## src/rtl/div_pkg.sv

```systemverilog
// Shared definitions for the sequential restoring divider.
package div_pkg;

   localparam int unsigned DEF_WIDTH = 5;
   localparam int unsigned CNT_W     = $clog2(DEF_WIDTH);

   typedef enum logic [1:0] {
      ST_IDLE = 2'd0,
      ST_RUN  = 2'd1,
      ST_DONE = 2'd2
   } state_t;

   // Iteration counter width for an arbitrary operand width (at least 1 bit).
   function automatic int unsigned cnt_width(input int unsigned w);
      return (w > 1) ? $clog2(w) : 1;
   endfunction

endpackage

```

## src/rtl/sub_ripple.sv

```systemverilog
// Ripple-borrow subtractor built from full_adder cells: diff = a - b.
module full_adder (
   input  logic a,
   input  logic b,
   input  logic cin,
   output logic s,
   output logic cout
);

   assign s    = a ^ b ^ cin;
   assign cout = (a & b) | (a & cin) | (b & cin);

endmodule

module sub_ripple #(
   parameter int unsigned N = 6
) (
   input  logic [N-1:0] a,
   input  logic [N-1:0] b,
   output logic [N-1:0] diff,
   output logic         borrow
);

   logic [N:0] c;

   // a + ~b + 1: two's-complement subtraction, carry-out low means a < b
   assign c[0] = 1'b1;

   for (genvar i = 0; i < N; i++) begin : g_bit
      full_adder u_fa (
         .a   (a[i]),
         .b   (~b[i]),
         .cin (c[i]),
         .s   (diff[i]),
         .cout(c[i+1])
      );
   end

   assign borrow = ~c[N];

endmodule

```

## src/rtl/seq_divider5.sv

```systemverilog
// Sequential restoring divider: one quotient bit per clock, start/done handshake.
module seq_divider5
   import div_pkg::*;
#(
   parameter int unsigned WIDTH = DEF_WIDTH
) (
   input  logic             clk,
   input  logic             rst,
   input  logic             start,
   input  logic [WIDTH-1:0] dividend,
   input  logic [WIDTH-1:0] divisor,
   output logic             ready,
   output logic             done,
   output logic [WIDTH-1:0] quotient,
   output logic [WIDTH-1:0] remainder,
   output logic             div_by_zero
);

   localparam int unsigned       CW       = cnt_width(WIDTH);
   localparam logic [CW-1:0]     CNT_LAST = CW'(WIDTH - 1);

   state_t           state, state_nx;
   logic [CW-1:0]    cnt;
   logic [WIDTH:0]   r;
   logic [WIDTH-1:0] q;
   logic [WIDTH-1:0] d;

   logic [WIDTH:0]   t;
   logic [WIDTH:0]   diff;
   logic             borrow;
   logic [WIDTH:0]   r_nx;
   logic [WIDTH-1:0] q_nx;
   logic             accept;
   logic             last;

   // R stays below D after every step, so its top bit is always 0 and the
   // truncating shift drops nothing.
   assign t = (WIDTH+1)'({r, q[WIDTH-1]});

   sub_ripple #(.N(WIDTH + 1)) u_sub (
      .a     (t),
      .b     ({1'b0, d}),
      .diff  (diff),
      .borrow(borrow)
   );

   assign r_nx   = borrow ? t : diff;
   assign q_nx   = {q[WIDTH-2:0], ~borrow};
   assign accept = (state == ST_IDLE) && start;
   assign last   = (cnt == CNT_LAST);

   // State register
   always_ff @(posedge clk) begin
      if (rst) state <= ST_IDLE;
      else     state <= state_nx;
   end

   // Next-state and handshake outputs.
   // A zero divisor still passes through RUN for one edge (no iteration) so
   // done lands one cycle after the accept edge's successor.
   always_comb begin
      state_nx = state;
      ready    = 1'b0;
      done     = 1'b0;
      unique case (state)
         ST_IDLE: begin
            ready = 1'b1;
            if (start) state_nx = ST_RUN;
         end
         ST_RUN: begin
            if (div_by_zero || last) state_nx = ST_DONE;
         end
         ST_DONE: begin
            done     = 1'b1;
            state_nx = ST_IDLE;
         end
         default: state_nx = ST_IDLE;
      endcase
   end

   // Operand capture, iteration datapath and result registers
   always_ff @(posedge clk) begin
      if (rst) begin
         d           <= '0;
         q           <= '0;
         r           <= '0;
         cnt         <= '0;
         quotient    <= '0;
         remainder   <= '0;
         div_by_zero <= 1'b0;
      end else if (accept) begin
         d   <= divisor;
         q   <= dividend;
         r   <= '0;
         cnt <= '0;
         if (divisor == '0) begin
            quotient    <= '1;
            remainder   <= dividend;
            div_by_zero <= 1'b1;
         end else begin
            div_by_zero <= 1'b0;
         end
      end else if (state == ST_RUN && !div_by_zero) begin
         r   <= r_nx;
         q   <= q_nx;
         cnt <= cnt + 1'b1;
         if (last) begin
            quotient  <= q_nx;
            remainder <= r_nx[WIDTH-1:0];
         end
      end
   end

endmodule

```

## config.mk

```make
export PLATFORM = sky130hd
export DESIGN_NAME = seq_divider5
export DESIGN_NICKNAME = d
export VERILOG_FILES = /design/src/rtl/div_pkg.sv /design/src/rtl/sub_ripple.sv /design/src/rtl/seq_divider5.sv
export SDC_FILE = /design/constraint.sdc
export NUM_CORES = 1
export LEC_CHECK = 0
export ABC_AREA = 0
export CAP_MARGIN = 20
export CORE_MARGIN = 2
export CORE_UTILIZATION = 49
export DETAILED_ROUTE_END_ITERATION = 8
export DONT_BUFFER_PORTS = 1
export PLACE_DENSITY = 0.64
export SETUP_SLACK_MARGIN = 0.3
export SYNTH_ARGS = -nofsm -noshare
export SYNTH_HDL_FRONTEND = slang
export SYNTH_SLANG_ARGS = --single-unit
```

## constraint.sdc

```tcl
create_clock -name clk -period 7.2 [get_ports clk]
set_input_delay 1.44 -clock clk [delete_from_list [all_inputs] [get_ports clk]]
set_output_delay 1.44 -clock clk [all_outputs]
set_load 0.02 [all_outputs]
```

# --- Word-level counts from Yosys, hierarchy flattened ---
# Cells that the tools add are included.
word_totals:
  ramBits: 0
  latch_bits: 0
  rom_bits: 0
  elab_cells: 84
  ff_bits: 31
  mem_count: 0
classes:
  n_lt_le_gt_ge: 0
  div_mod_pow: 0
  n_addsub: 1
  n_reduce_logical: 11
  bitwise_logic: 41
  n_mul: 0
  shifts: 0
  eq_ne: 6
  muxes: 17
op_table:
  columns: ["cell", "n"]
  rows:
  - ["$mux 5", 11]
  - ["$and 1x1->1", 14]
  - ["$or 1x1->1", 12]
  - ["$xor 1x1->1", 9]
  - ["$not 1->1", 6]
  - ["$logic_not 5->1", 1]
  - ["$mux 2", 2]
  - ["$ne 2x2->1 const B", 2]
  - ["$pmux 2 s2", 1]
  - ["$reduce_bool 2->1", 2]
  - ["$add 3x1->3 const B", 1]
  - ["$eq 3x3->1 const B", 1]
  - ["$mux 1", 3]
  - ["$reduce_and 3->1", 1]
  - ["$eq 2x1->1 const B", 1]
  - ["$eq 2x2->1 const B", 1]
  - ["$logic_and 1x1->1", 2]
  - ["$logic_not 2->1", 1]
  - ["$ne 2x1->1 const B", 1]
  - ["$reduce_and 2->1", 1]
  - ["$reduce_or 2->1", 1]
  - ["$logic_not 1->1", 1]
  - ["$logic_or 1x1->1", 1]

# --- Depth between registers and ports, before layout ---
# Gate-level depths: netlist of run 1.
depth:
  depth_word: 23
  depth_mapped: 12
  depth_no_buf: 11

# --- Hierarchy ---
# From an unflattened synthesis of run 1, not the netlist that was laid out.
hier_totals:
  hier_cells: 174
  area_unflattened_um2: 1576.5
modules_own_cells:
  columns: ["mod", "n_inst", "cells_each", "seq_area_each_um2", "area_per_inst_um2"]
  rows:
  - ["seq_divider5", 1, 160, 620.6, 1426.4]
  - ["full_adder", 6, 1, 0.0, 20.0]
  - ["sub_ripple", 1, 8, 0.0, 30.0]

# --- Worst setup path after synthesis of run 1 ---
# No wires, ideal clock.
synth_path:
  path_type: "register to register"
  start: "register q[4]"
  end: "register remainder[4]"
  setup_slack_ns: 4.399
  path_stages_with_launch: 13
  path_buffers: 1
  t_required_ns: 7.085
  arrival_ns: 2.686
  cell_sequence: "dfxtp_1 -> inv_1 -> ha_1 -> fa_1 -> fa_1 -> fa_1 -> inv_1 -> fa_1 -> or2_1 -> buf_2 -> mux2i_1 -> o21ai_0 -> a31o_1"
synth_between:
  elab_chain_cells: 22
synth_lines:
  columns: ["item", "line", "rtl"]
  rows:
  - ["start: declaration", "seq_divider5.sv:25", "logic [WIDTH-1:0] q;"]
  - ["start signal: assignment", "seq_divider5.sv:93", "q <= dividend;"]
  - ["start signal: assignment", "seq_divider5.sv:105", "q <= q_nx;"]
  - ["$and 1x1->1", "sub_ripple.sv:11", "assign cout = (a & b) | (a & cin) | (b & cin);"]
  - ["$or 1x1->1 (*) (2 in a row)", "sub_ripple.sv:11", null]
  - ["$and 1x1->1", "sub_ripple.sv:11", null]
  - ["$or 1x1->1", "sub_ripple.sv:11", null]
  - ["$or 1x1->1 (*)", "sub_ripple.sv:11", null]
  - ["$and 1x1->1", "sub_ripple.sv:11", null]
  - ["$or 1x1->1", "sub_ripple.sv:11", null]
  - ["$or 1x1->1 (*)", "sub_ripple.sv:11", null]
  - ["(+3 left out)", null, null]
  - ["$and 1x1->1", "sub_ripple.sv:11", null]
  - ["$or 1x1->1 (2 in a row)", "sub_ripple.sv:11", null]
  - ["$and 1x1->1", "sub_ripple.sv:11", null]
  - ["$or 1x1->1 (2 in a row)", "sub_ripple.sv:11", null]
  - ["$mux 5 (*)", "seq_divider5.sv:47", "assign r_nx = borrow ? t : diff;"]
  - ["$mux 5 (*)", "seq_divider5.sv:107", "if (last) begin"]
  - ["$mux 5 (*)", "seq_divider5.sv:103", "end else if (state == ST_RUN && !div_by_zero) begin"]
  - ["$mux 5 (*)", "seq_divider5.sv:91", "end else if (accept) begin"]
  - ["end signal: assignment", "seq_divider5.sv:98", "remainder <= dividend;"]
  - ["end signal: assignment", "seq_divider5.sv:109", "remainder <= r_nx[WIDTH-1:0];"]
  - ["end: declaration", "seq_divider5.sv:15", "output logic [WIDTH-1:0] remainder,"]
# Mark *: on every way between the ends. The rest lies on a longest branch, timed or not. The select of a mux whose other input is x is not followed.
# A chain may end at the register's enable or synchronous reset.

# --- Worst setup path after layout of run 1 ---
# Same ends and word-level chain as after synthesis.

==> results_dict.tcl, run 1 <==
set metrics [dict create \
    hpwlAfterDp_um 2380 \
    critPathKind "reg2reg" \
    fp-row-count 19 \
    routabilityCongestion 0.816 \
    muxShareOfSynthArea_pct 5.00 \
    synthAdderAreaFrac_pct 8.25 \
    worst_slew_pin_slew_ns 0.899 \
    r2r_start "q[4]$_SDFFE_PP0P_" \
    drtIter0Drc 51 \
    p_leak_uw 0.000594 \
    ioPinCount 26 \
    synth.distinct_cells 33 \
    grt.overflow.total 0 \
    period_share_pct 42.4 \
    nets 180 \
    timing_hold_violations_final 0 \
    worstSkewPairLatency_ns 0.34 \
    crit_arrival_ns 3.29 \
    wl_um 3190 \
    worstReg2RegEnd "remainder[4]$_SDFFE_PP0P_" \
    rsz0062_at_grt "false" \
    finClkSkew_ns 0.00709 \
    die-area_mm2 0.00336 \
    r2r_cells 11 \
    drc 0 \
    fin_tns_setup_ns 0 \
    p_per_area_mw_per_mm2 241 \
    setup_slack_ns 4.15 \
    place_ws_ns 4.16 \
    status "completed" \
    vdd_ir_drop_max_uv 162 \
    yosysTopAreaCellShare_pct 43.5 \
    hold-path-endpoint "d[4]$_SDFFE_PP0P_" \
    slew_viol_final 0 \
    cts_resized 0 \
    clock_path_buffers 2 \
    drive_above_1_share_pct 12.4 \
    slew_headroom_pct 39.8 \
    cts_tree "built" \
    portBuffers 0 \
    synth_top_family_by_area "simple AND/OR/NAND/NOR gates" \
    grt_pass1_wl_um 5220 \
    diodes 0 \
    core-area_mm2 0.00276 \
    fp.dieW_um 57.9 \
    synth_cells 159 \
    drtPass1Iterations 4 \
    yosys.area.top_type "dfxtp_1" \
    nFillCells 254 \
    critPathRequiredTime_ns 7.44 \
    power_uw 365 \
    ys_seq_area_share_pct 43.5 \
    end_kind "register" \
    fmax_mhz 328 \
    grt_pass1_vias 1056 \
    ctsHoldBuffers 0 \
    start_util_pct 51.7 \
    hold_class "reg2reg" \
    fin_util_pct 54.8 \
    die_y_um 57.9 \
    rrSetupSlack_ns 4.15 \
    wl_per_cell_um 16.6 \
    grt_max_degree 24 \
    multi_input_area_um2 738 \
    finalSetupViolCount 0 \
    clock_sinks 31 \
    drtAntennaViolNets 0 \
    vias_per_cell 5.83 \
    hold-path-cell-count 2 \
    drv_cap 0 \
    syn_nets 179 \
    area_growth_pct 6.06 \
    synth_compound_area_share_pct 17.8 \
    root_buffer "clkbuf_4" \
    fin_crit_ns 3.05 \
    dr_total_vias 1119 \
    syn_avg_cell_area_um2 8.96 \
    synth-simple-area-share_pct 19.5 \
    h-tree-depth 2 \
    syn-cell-area_mm2 0.00143 \
    cp-start-kind "register" \
    cts_setup_buffers 0 \
    antenna_found_initial 0 \
    path_clk_slew_ns 0.10 \
    yosys-top-cells-area "dfxtp_1 (44%), a21oi_1 (7.7%), nand2_1 (6.1%)" \
    ys_warn_count 0 \
    grtUsageTotal_pct 21.2 \
    synth_xor_area_share_pct 1.23 \
    crit_path_max_fanout 7 \
    seq_area_um2 621 \
    min_from "d[4]$_SDFFE_PP0P_" \
    cts_buffers 5 \
    yosys_register_bits 31 \
]
-- cells in the final DEF, fill, tap and decap left out, types with 2 or more instances in the layout --
cell	instances
dfxtp_1	31
nand2_1	23
a21oi_1	22
nor2_1	17
inv_1	9
nor3_1	6
mux2i_1	6
o221a_2	5
clkbuf_4	5
fa_1	4
o31ai_1	3
ha_1	3
nor3b_2	2
a22oi_1	2
and3_1	2
clkbuf_8	2
-- per-stage QoR --
stage	instances	hold WS, ns	area (um^2)
after floorplan	159	0.436	1430
after global routing	192	0.486	1510
final	192	0.461	1510
after global placement	184	0.440	1440
after detailed placement	184	0.447	1440
after CTS	192	0.462	1510
-- state kept, by name (all words and copies together), names as in the netlist --
| name | flops |
|---|---|
| cnt | 3 |
| d | 5 |
| div_by_zero | 1 |
| q | 5 |
| quotient | 5 |
| r | 5 |
| remainder | 5 |
| state | 2 |
-- worst max path at each step --
| stage | from | to | slack, ns | cells after the start |
|---|---|---|---|---|
| 6_report | q[4]$_SDFFE_PP0P_ | remainder[4]$_SDFFE_PP0P_ | 4.15 | 11 |
| 5_1_grt | q[4]$_SDFFE_PP0P_ | remainder[4]$_SDFFE_PP0P_ | 4.02 | 11 |
| 3_3_place_gp | start | remainder[4]$_SDFFE_PP0P_ | 4.15 | 4 |
| 2_1_floorplan | q[4]$_SDFFE_PP0P_ | remainder[4]$_SDFFE_PP0P_ | 4.40 | 12 |
| 3_5_place_dp | q[4]$_SDFFE_PP0P_ | remainder[4]$_SDFFE_PP0P_ | 4.16 | 11 |
| 4_1_cts | q[4]$_SDFFE_PP0P_ | remainder[4]$_SDFFE_PP0P_ | 4.13 | 11 |
-- where the power goes --
part / switching (uW) / internal, uW / total [uW] / leakage, uW
clock: 61.6 / 57.0 / 119 / 0.0000375
sequential: 7.21 / 179 / 186 / 0.000252
combinational: 36.7 / 23.5 / 60.2 / 0.000304
-- Yosys cell counts, drive strengths merged --
master and count:
xor2 1, nor2b 1, and3 2, a21o 1
a21oi 22, o31ai 3, a31o 1, mux2 1
nor3b 2, or2 1, a211oi 1, buf 5
o21ai 1, or3b 1, nand2 24, nor2 17
xnor2 1, fa 4, nor3 6, o221a 5
a22oi 2, a31oi 1, mux2i 6, dfxtp 31
nand3 2, clkbuf 2, a311oi 1, and4 1
ha 3, nor4b 1, inv 9
-- metal layers --
layer | global-route usage, % | up-vias | part of all wire (%) | wire length, um
met5 | 0 | - | 0 | 0
met4 | 5.98 | 0 | 1.3 | 43
met3 | 8.93 | 6 | 5.0 | 160
met2 | 35.4 | 20 | 51 | 1630
met1 | 25.1 | 540 | 43 | 1360
li1 | - | 553 | - | -
-- cell families (layout without fill, tap and decap cells) --
family | after synthesis | after routing
simple gates | 58 | 58
compound gates | 38 | 38
flops | 31 | 31
buf+inv | 16 | 18
fa+ha+maj | 7 | 7
mux | 7 | 7
xor+xnor | 2 | 2
-- layout make-up --
| class | count | area share (%) |
|---|---|---|
| clock buffers | 7 | 4.30 |
| clock inverters | 1 | 0.497 |
| inverters | 9 | 2.24 |
| multi-input cells | 112 | 48.8 |
| flip-flops and latches | 31 | 41.1 |
| well taps | 31 | 2.57 |
| repair buffers | 1 | 0.497 |
-- worst max-delay path: stages, from the launching register on --
cell	delay (ns)
dfxtp_1	0.38
inv_1	0.06
ha_1	0.18
fa_1	0.38
fa_1	0.40
fa_1	0.37
inv_1	0.07
fa_1	0.25
or2_1	0.26
mux2i_1	0.26
o21ai_0	0.10
a31o_1	0.25
(Power assumes the default switching activity.)
==> inputs of run 2 (changes only) <==
==> constraint.sdc (replaced) <==
create_clock -name clk -period 2.9 [get_ports clk]
set_input_delay 0.58 -clock clk [delete_from_list [all_inputs] [get_ports clk]]
set_output_delay 0.58 -clock clk [all_outputs]
set_load 0.02 [all_outputs]
==> results_dict.tcl, run 2 (synthesized netlist as in run 1, its figures left out) <==
set metrics [dict create \
    hpwlAfterDp_um 2450 \
    p_leak_uw 0.000660 \
    worstSkewPairLatency_ns 0.34 \
    die-area_mm2 0.00336 \
    grt_pass1_wl_um 5380 \
    portBuffers 0 \
    vdd_ir_drop_max_uv 521 \
    stdcell_area_mm2 0.00171 \
    vias_per_cell 5.85 \
    wl_per_cell_um 17.5 \
    final_common_cell "dfxtp_1" \
    grt.overflow.total 0 \
    drtAntennaViolNets 0 \
    h-tree-depth 2 \
    fin_cells 200 \
    grt_max_degree 17 \
    end_kind "register" \
    die_y_um 57.9 \
    dpl.cell_count 186 \
    routabilityCongestion 0.816 \
    clock_sinks 31 \
    diodes 0 \
    nFillCells 233 \
    period_share_pct 94.2 \
    fp.dieW_um 57.9 \
    final_cell_mix "dfxtp_1 (30), nand2_1 (23), nor2_1 (17), a21oi_1 (15), inv_1 (7)" \
    critPathKind "reg2reg" \
    cp_common_cell "fa_2" \
    grt_pass1_vias 1124 \
    core-area_mm2 0.00276 \
    dr_total_vias 1170 \
    post_dp_cell_area_mm2 0.00146 \
    grtUsageTotal_pct 21.9 \
    setup_slack_ns 0.168 \
    crit_arrival_ns 2.97 \
    fin_crit_ns 2.73 \
    cts_buffers 5 \
    hold_class "in2reg" \
    crit_path_max_fanout 3 \
    slew_headroom_pct 56.8 \
    root_buffer "clkbuf_4" \
    worst_slew_pin_slew_ns 0.645 \
    critPathRequiredTime_ns 3.14 \
    slew_viol_final 0 \
    drv_cap 0 \
    clock_path_buffers 2 \
    drtIter0Drc 41 \
    place_ws_ns 0.123 \
    crit_slowest_cell "dfxtp_2" \
    fmax_mhz 366 \
    antenna_found_initial 0 \
    wl_um 3490 \
    drc 0 \
    area_growth_pct 20.3 \
    ioPinCount 26 \
    drive_above_1_share_pct 29.0 \
    start_util_pct 51.7 \
    timing_hold_violations_final 0 \
    finClkSkew_ns 0.00606 \
    cp-start-kind "register" \
    crit_chain "inv_2 -> ha_4 -> fa_2 -> fa_2 -> fa_2 -> inv_2 -> fa_2 -> or2_4 -> mux2i_4 -> o21ai_1 -> a31o_1" \
    max_stage_delay_ns 0.36 \
    nets 188 \
    path_clk_slew_ns 0.10 \
    cts_tree "built" \
    whs_ns 0.292 \
    finalSetupViolCount 0 \
    status "completed" \
    p_per_area_mw_per_mm2 633 \
    drtPass1Iterations 4 \
    fp-row-count 19 \
    rsz0062_at_grt "true" \
    fin_tns_setup_ns 0 \
]
-- run 2: where the power goes --
part | total (uW) | internal, uW | switching [uW] | leakage [uW]
combinational | 261 | 126 | 136 | 0.000360
sequential | 465 | 444 | 20.7 | 0.000253
clock | 359 | 204 | 155 | 0.0000482
-- run 2: timing repair --
item	CTS	global route
pin swaps	3	12
setup endpoints to repair	9	10
gates cloned	0	0
resized for setup	4	22
endpoints found under the hold margin	0	0
buffers inserted	2	4
hold buffers	0	0
-- run 2: cell type report --
type	count	area [um^2]	share of cell area (%)
sequential	31	622	36.3
tap	31	38.8	2.26
clock inverter	2	35.0	2.04
inverter	9	33.8	1.97
clock buffer	6	51.3	2.99
multi-input combinational	112	851	49.6
timing repair buffer	9	82.6	4.82
-- run 2: metal layers --
metal	up-vias	GRT usage [%]	routed length (um)
met1	566	25.1	1360
met4	0	8.31	93
met2	28	37.7	1850
met3	9	7.59	186
li1	567	-	-
met5	-	0	0
-- run 2: final timing paths --
kind,endpoint,from,depth (start not counted),slack (ns)
worst max register to register,remainder[4]$_SDFFE_PP0P_,q[4]$_SDFFE_PP0P_,11,0.17
worst min-delay path,remainder[0]$_SDFFE_PP0P_,rst,1,0.29
worst min register to register,d[4]$_SDFFE_PP0P_,d[4]$_SDFFE_PP0P_,2,0.46
worst max-delay path,remainder[4]$_SDFFE_PP0P_,q[4]$_SDFFE_PP0P_,11,0.17
-- run 2: critical path, delay by kind of cell (launching register included) --
kind                     cells  cell delay, ns
AND/OR/NAND/NOR              1            0.16
buffers and inverters        2            0.12
adder cells (fa/ha/maj)      5            1.43
AO/OA/AOI/OAI                2            0.33
multiplexers                 1            0.24
flip-flops                   1            0.36
-- run 2: metrics by stage --
stage	power, uW	util [%]
4_1_cts	1000	57.2
3_5_place_dp	635	53.1
3_3_place_gp	627	53.1
2_1_floorplan	601	-
6_report	1090	62.2
5_1_grt	1130	62.2
==> inputs of run 3 (changes only) <==
--- a/config.mk
+++ b/config.mk
@@ -11,7 +11,9 @@
 export CORE_UTILIZATION = 49
 export DETAILED_ROUTE_END_ITERATION = 8
 export DONT_BUFFER_PORTS = 1
+export GPL_TIMING_DRIVEN = 1
 export PLACE_DENSITY = 0.64
+export RECOVER_POWER = 50
 export SETUP_SLACK_MARGIN = 0.3
 export SYNTH_ARGS = -nofsm -noshare
 export SYNTH_HDL_FRONTEND = slang
==> constraint.sdc (replaced) <==
create_clock -name clk -period 3.2 [get_ports clk]
set_input_delay 0.64 -clock clk [delete_from_list [all_inputs] [get_ports clk]]
set_output_delay 0.64 -clock clk [all_outputs]
set_load 0.02 [all_outputs]
==> results_dict.tcl, run 3 (synthesized netlist as in run 1, its figures left out) <==
set metrics [dict create \
    vias_per_cell 5.87 \
    clock_path_buffers 2 \
    crit_path_max_fanout 4 \
    cts_tree "built" \
    worstSkewPairLatency_ns 0.34 \
    final_common_cell "dfxtp_1" \
    hold_class "in2reg" \
    drtPass1Iterations 4 \
    p_per_area_mw_per_mm2 576 \
    cts_buffers 5 \
    fmax_mhz 362 \
    drive_above_1_share_pct 16.4 \
    max_stage_delay_ns 0.39 \
    root_buffer "clkbuf_4" \
    h-tree-depth 2 \
    final_cell_mix "dfxtp_1 (30), nand2_1 (23), a21oi_1 (22), nor2_1 (17), inv_1 (8)" \
    end_kind "register" \
    fin_tns_setup_ns 0 \
    slew_headroom_pct 44.2 \
    period_share_pct 86.4 \
    slew_viol_final 0 \
    p_leak_uw 0.000612 \
    drtAntennaViolNets 0 \
    grt_pass1_wl_um 5130 \
    die-area_mm2 0.00336 \
    die_y_um 57.9 \
    start_util_pct 51.7 \
    grt_pass1_vias 1137 \
    grt_max_degree 19 \
    fp-row-count 19 \
    critPathKind "reg2reg" \
    area_growth_pct 9.13 \
    finalSetupViolCount 0 \
    dr_total_vias 1151 \
    crit_chain "inv_1 -> ha_1 -> fa_1 -> fa_2 -> fa_2 -> inv_2 -> fa_2 -> or2_1 -> mux2i_1 -> o21ai_0 -> a31o_1" \
    path_clk_slew_ns 0.10 \
    power_uw 896 \
    fp.dieW_um 57.9 \
    core-area_mm2 0.00276 \
    finClkSkew_ns 0.00866 \
    path_buf_inv 2 \
    drtIter0Drc 32 \
    clock_sinks 31 \
    cp_top_family "adder cells" \
    grt.overflow.total 0 \
    cp-start-kind "register" \
    status "completed" \
    critPathRequiredTime_ns 3.44 \
    grtUsageTotal_pct 20.5 \
    drv_cap 0 \
    rsz0062_at_grt "false" \
    hpwlAfterDp_um 2240 \
    ioPinCount 26 \
    timing_hold_violations_final 0 \
    antenna_found_initial 0 \
    nets 184 \
    wl_um 3080 \
    portBuffers 0 \
    crit_slowest_cell "fa_1" \
    cp_common_cell "fa_2" \
    routabilityCongestion 0.788 \
    wl_per_cell_um 15.7 \
    diodes 0 \
    drc 0 \
    crit_arrival_ns 3.00 \
    worst_slew_pin_slew_ns 0.837 \
    fin_crit_ns 2.76 \
    vdd_ir_drop_max_uv 409 \
]
[run 3: repair_timing]
item	in CTS	in global routing
endpoints found under the setup margin	0	9
setup buffers	0	2
hold buffers	0	0
resized for setup	0	5
[run 3: through the flow]
step	area [um^2]	hold slack [ns]	util [%]	std cells	setup slack (ns)
detailed placement	1450	0.451	52.7	186	0.341
global placement	1450	0.443	52.7	186	0.433
CTS	1540	0.347	55.9	194	0.325
global route	1560	0.338	56.4	196	0.292
finish	1560	0.344	56.4	196	0.436
floorplan	1430	0.436	-	159	0.399
[run 3: layout make-up]
| type | instances | area, um^2 |
|---|---|---|
| inverters | 9 | 33.8 |
| clock buffers | 6 | 51.3 |
| clock inverters | 2 | 35.0 |
| flip-flops and latches | 31 | 622 |
| multi-input cells | 112 | 741 |
| well taps | 31 | 38.8 |
| fillers | 261 | 1200 |
| repair buffers | 5 | 33.8 |
[run 3: worst paths after layout]
kind,from,endpoint,slack (ns),cells after the start
max reg2reg,q[4]$_SDFFE_PP0P_,remainder[4]$_SDFFE_PP0P_,0.44,11
min,rst,remainder[0]$_SDFFE_PP0P_,0.34,1
max,q[4]$_SDFFE_PP0P_,remainder[4]$_SDFFE_PP0P_,0.44,11
min reg2reg,d[4]$_SDFFE_PP0P_,d[4]$_SDFFE_PP0P_,0.46,2
[run 3: report_power, final]
group	internal (uW)	total, uW	leakage [uW]	switching (uW)
clock	184	323	0.0000482	139
sequential	403	419	0.000253	16.3
combinational	66.4	154	0.000311	87.4
[run 3: routing by layer]
layer,GRT usage (%),wire [um],share of wire [%],vias up
li1,-,-,-,560
met1,23.1,1260,41,552
met2,35.6,1550,50,33
met3,8.04,208,6.8,6
met4,6.31,60,1.9,0
met5,0,0,0,-
==> variant 1 (flow settings as in run 2) <==
Make the reset (`rst`) asynchronous in 2 clocked blocks.
--- a/src/rtl/seq_divider5.sv
+++ b/src/rtl/seq_divider5.sv
@@ -51,5 +51,5 @@
 
    // State register
-   always_ff @(posedge clk) begin
+   always_ff @(posedge clk or posedge rst) begin
       if (rst) state <= ST_IDLE;
       else     state <= state_nx;
@@ -80,5 +80,5 @@
 
    // Operand capture, iteration datapath and result registers
-   always_ff @(posedge clk) begin
+   always_ff @(posedge clk or posedge rst) begin
       if (rst) begin
          d           <= '0;
Check against the original RTL: differs if rst is asserted again (counterexample within 4 cycles, from zero or initial values and one cycle with rst high); with rst held inactive, the same outputs for 10 cycles.
==> variant 1 against run 2 <==
Critical path depth down 3; wire length down 2.5%; final cell count grew 12%; synthesized area is 13% higher; setup slack improved by 0.083 ns; non-clock buffer count down 2; maximum frequency increased by 3.1%; sequential cell count is the same; design area up 4.3%.
Power is not compared: it rests on default switching activity, and its combinational part moved more than twofold at a synthesized area within 25%.
==> variant 1: results (changes against run 2) <==
seq_cells: 31  # unchanged
cts_resized: 6  # was 4
holdWs_ns: 0.218  # was 0.292 ns
viasPerCell: 5.67  # was 5.85
wl_met1_mm: 1.53  # was 1.36 mm
postPlaceCellArea_um2: 1660  # was 1460 µm²
grt_first_pass_wirelength_mm: 5.80  # was 5.38 mm
regToRegEndpoint: "remainder[4]"  # unchanged
seq_share_pct: 43.4  # was 36.3%
grt_use_met1_pct: 27.4  # was 25.1%
status: "finished, final reports clean"  # unchanged
dp_slack_ns: 0.142  # was 0.123 ns
signal_buffers: 7  # was 9
hp-class: "input port to async pin"  # was input port to flop
multi_input_area_share_pct: 42.1  # was 49.6%
yosys-top-cells-count: "dfrtp_1, nand2_1, inv_1"  # was dfxtp_1, nand2_1, a21oi_1
cp.arrival_ns: 2.83  # was 2.97 ns
n_clock_buffer: 8  # was 6
clk-insertion-delay-late_ns: 0.32  # was 0.34 ns
wirelength_mm: 3.41  # was 3.49 mm
drive_gt1_share_pct: 15.6  # was 29.0%
synth_async_sr_flop_share_pct: 100  # was 0%
use_met3_pct: 6.72  # was 7.59%
wl_met3_um: 246  # was 186 µm
relSlewSlack_pct: 43.2  # was 56.8%
grt_use_met2_pct: 35.3  # was 37.7%
die_area_um2: 3770  # was 3360 µm²
route.met2.wl_mm: 1.59  # was 1.85 mm
wl_per_cell_um: 15.2  # was 17.5 µm
ff2ff_setup_slack_ns: 0.25  # was 0.17 ns
[variant 1: power groups by stage]
stage | Clock, mW | Combinational [mW] | Sequential (mW)
2_1_floorplan | 0 | 0.806 | 0.830
3_3_place_gp | 0 | 0.946 | 0.873
3_5_place_dp | 0 | 0.971 | 0.889
4_1_cts | 0.290 | 1.08 | 0.878
5_1_grt | 0.315 | 1.33 | 0.915
6_report | 0.280 | 1.17 | 0.879
[variant 1: logic make-up (layout without fill, tap and decap cells)]
logic type	after synthesis	in the layout	share of synthesized area [%]
adder cells (fa/ha/maj)	7	7	7.29
AND/OR/NAND/NOR	68	68	21.0
multiplexers	1	1	0.620
flip-flops	31	31	48.1
AO/OA/AOI/OAI	38	38	14.8
buffers and inverters	33	35	8.22
[variant 1: critical path: stages, from the launching register on]
cell and delay [ns]:
dfrtp_1 0.40, ha_2 0.19, fa_2 0.34, fa_2 0.34, fa_2 0.34, inv_2 0.06, fa_2 0.47, a2111oi_4 0.30
a311oi_1 0.07
==> variant 2 (config.mk and constraints of run 2) <==
Without the edit above. `DEF_WIDTH`: 5 -> 10.
--- a/src/rtl/div_pkg.sv
+++ b/src/rtl/div_pkg.sv
@@ -2,5 +2,5 @@
 package div_pkg;
 
-   localparam int unsigned DEF_WIDTH = 5;
+   localparam int unsigned DEF_WIDTH = 10;
    localparam int unsigned CNT_W     = $clog2(DEF_WIDTH);
 
Interface: changed (resized dividend, divisor, quotient and remainder); port bits go from 26 to 46. No check against the original RTL was run, so the function may have changed too.
==> variant 2 against run 2 <==
Critical path type unchanged; total power grew 100%; non-clock buffer count is 13 higher; design area is 85% higher; critical endpoint is now r[9]; wire length increased by 76%; synthesized area increased by 90%; first-iteration DRC count rose to 2.8 times the old value; core utilization decreased by 4.0 points; setup slack worse by 1.7 ns; sequential cell count rose by 26; the flow now finishes with violations (negative setup slack).
==> variant 2: results (changes against run 2) <==
synthMuxAreaShare_pct: 7.06  # was 5.00%
yosys-top-cells-area: "dfxtp_1, fa_1, mux2i_1, a21oi_1, nor2_1"  # was dfxtp_1, a21oi_1, nand2_1, fa_1, nor2_1
n_clock_buffer: 12  # was 6
leakage_nw: 1.18  # was 0.660 nW
gp_congestion: 0.780  # was 0.816
status: "finished, violations left"  # was finished, final reports clean
drive_gt1_share_pct: 27.9  # was 29.0%
postPlaceCellArea_um2: 2910  # was 1460 µm²
core_area_um2: 5440  # was 2760 µm²
n_fill_cell: 491  # was 233
yosys-top-cells-count: "dfxtp_1, nor2_1, a21oi_1"  # was dfxtp_1, nand2_1, a21oi_1
clockNetworkAreaShare_pct: 4.74  # was 5.04%
fin_ws_ns: -1.55  # was 0.168 ns
grt_first_pass_wirelength_mm: 10.4  # was 5.38 mm
yosys_warnings: 0  # unchanged
cts_htree_levels: 3  # was 2
nonClkBufAreaFrac_pct: 5.85  # was 4.82%
grt_pass1_vias: 2003  # was 1124
critPathMaxStageDelay_ns: 0.36  # about the same
slowest_stage: "fa_2"  # was dfxtp_2
n_antenna_cell: 0  # unchanged
yosysSeqAreaShare_pct: 42.1  # was 43.5%
crit_path_start: "q[9]"  # was q[4]
seq_share_pct: 36.1  # was 36.3%
wl_per_cell_um: 16.6  # was 17.5 µm
multi_input_area_share_pct: 48.8  # was 49.6%
drt-initial-drc-count: 116  # was 41
seq_cells: 57  # was 31
setup_viol: 22  # was 0
synth_compound_area_share_pct: 18.1  # was 17.8%
signal_buffers: 22  # was 9
grt_max_degree: 37  # was 17
cts_buffers: 9  # was 5
synth_nets: 319  # was 179
switching_share_pct: 31.9  # was 28.7%
nMultiInputCombCells: 192  # was 112
synth-xor-area-share_pct: 0.969  # was 1.23%
antenna_found_initial: 0  # unchanged
final_nets: 331  # was 188
ir_worst_vdd_mv: 0.393  # was 0.521 mV
cp_max_fo: 8  # was 3
worstRegToRegCells: 16  # was 11
grtUsageTotal_pct: 22.2  # was 21.9%
ys_types: 38  # was 33
n_all_inverters: 14  # was 9
dp_slack_ns: -1.58  # was 0.123 ns
dp_hpwl_mm: 4.40  # was 2.45 mm
detailroute.via_count: 2082  # was 1170
fin_skew_ns: 0.00993  # was 0.00606 ns
tightestPinTransition_ns: 0.539  # was 0.645 ns
worstSetupPathDepth: 16  # was 11
violations: "negative setup slack"
clockRootBuffer: "clkbuf_8"  # was clkbuf_4
first_pass_iters: 4  # unchanged
synth_fa_ha_area_share_pct: 8.03  # was 8.25%
path_clk_slew_ns: 0.06  # was 0.10 ns
variant 2: final timing paths:
| check | endpoint | slack (ns) |
|---|---|---|
| worst max-delay path | r[9] | -1.55 |
| worst min-delay path | state[0] | 0.31 |
| worst max register to register | r[9] | -1.55 |
| worst min register to register | d[9] | 0.47 |
variant 2: metal layers:
| metal | GRT usage, % | vias up | share of wire (%) |
|---|---|---|---|
| li1 | - | 1014 | - |
| met1 | 29.9 | 1002 | 47 |
| met2 | 32.8 | 56 | 46 |
| met3 | 6.21 | 10 | 5.0 |
| met4 | 10.7 | 0 | 1.7 |
| met5 | 0 | - | 0 |
variant 2: cells by family (layout without fill, tap and decap cells):
family / after synthesis / count (layout)
AOI/OAI and AO/OA: 63 / 63
muxes: 19 / 19
buffers and inverters: 35 / 49
and+or+nand+nor: 95 / 95
DFF: 57 / 57
xor gates and xnor gates: 3 / 3
adders and majority gates: 12 / 12
variant 2: repair_timing:
action	4_1_cts	5_1_grt
gates resized for setup	12	4
hold endpoints to repair	0	0
buffers inserted	4	0
pin swaps	7	9
setup endpoints to repair	22	22
variant 2: power by group through the flow:
| stage | logic, mW | clock network, mW | registers, mW |
|---|---|---|---|
| 3_5_place_dp | 0.562 | 0 | 0.882 |
| 3_3_place_gp | 0.550 | 0 | 0.881 |
| 5_1_grt | 0.767 | 0.663 | 0.870 |
| 2_1_floorplan | 0.418 | 0 | 0.867 |
| 6_report | 0.703 | 0.606 | 0.865 |
| 4_1_cts | 0.679 | 0.617 | 0.865 |
variant 2: through the flow:
step                      hold slack, ns  cells  setup TNS (ns)  util [%]
after detailed placement           0.465    353          -31.55      53.4
after CTS                          0.293    370          -31.79      57.9
after floorplan                    0.436    284          -28.88         -
after global routing               0.290    370          -34.85      58.2
after global placement             0.457    353          -30.42      53.4
final                              0.309    370          -32.03      58.2
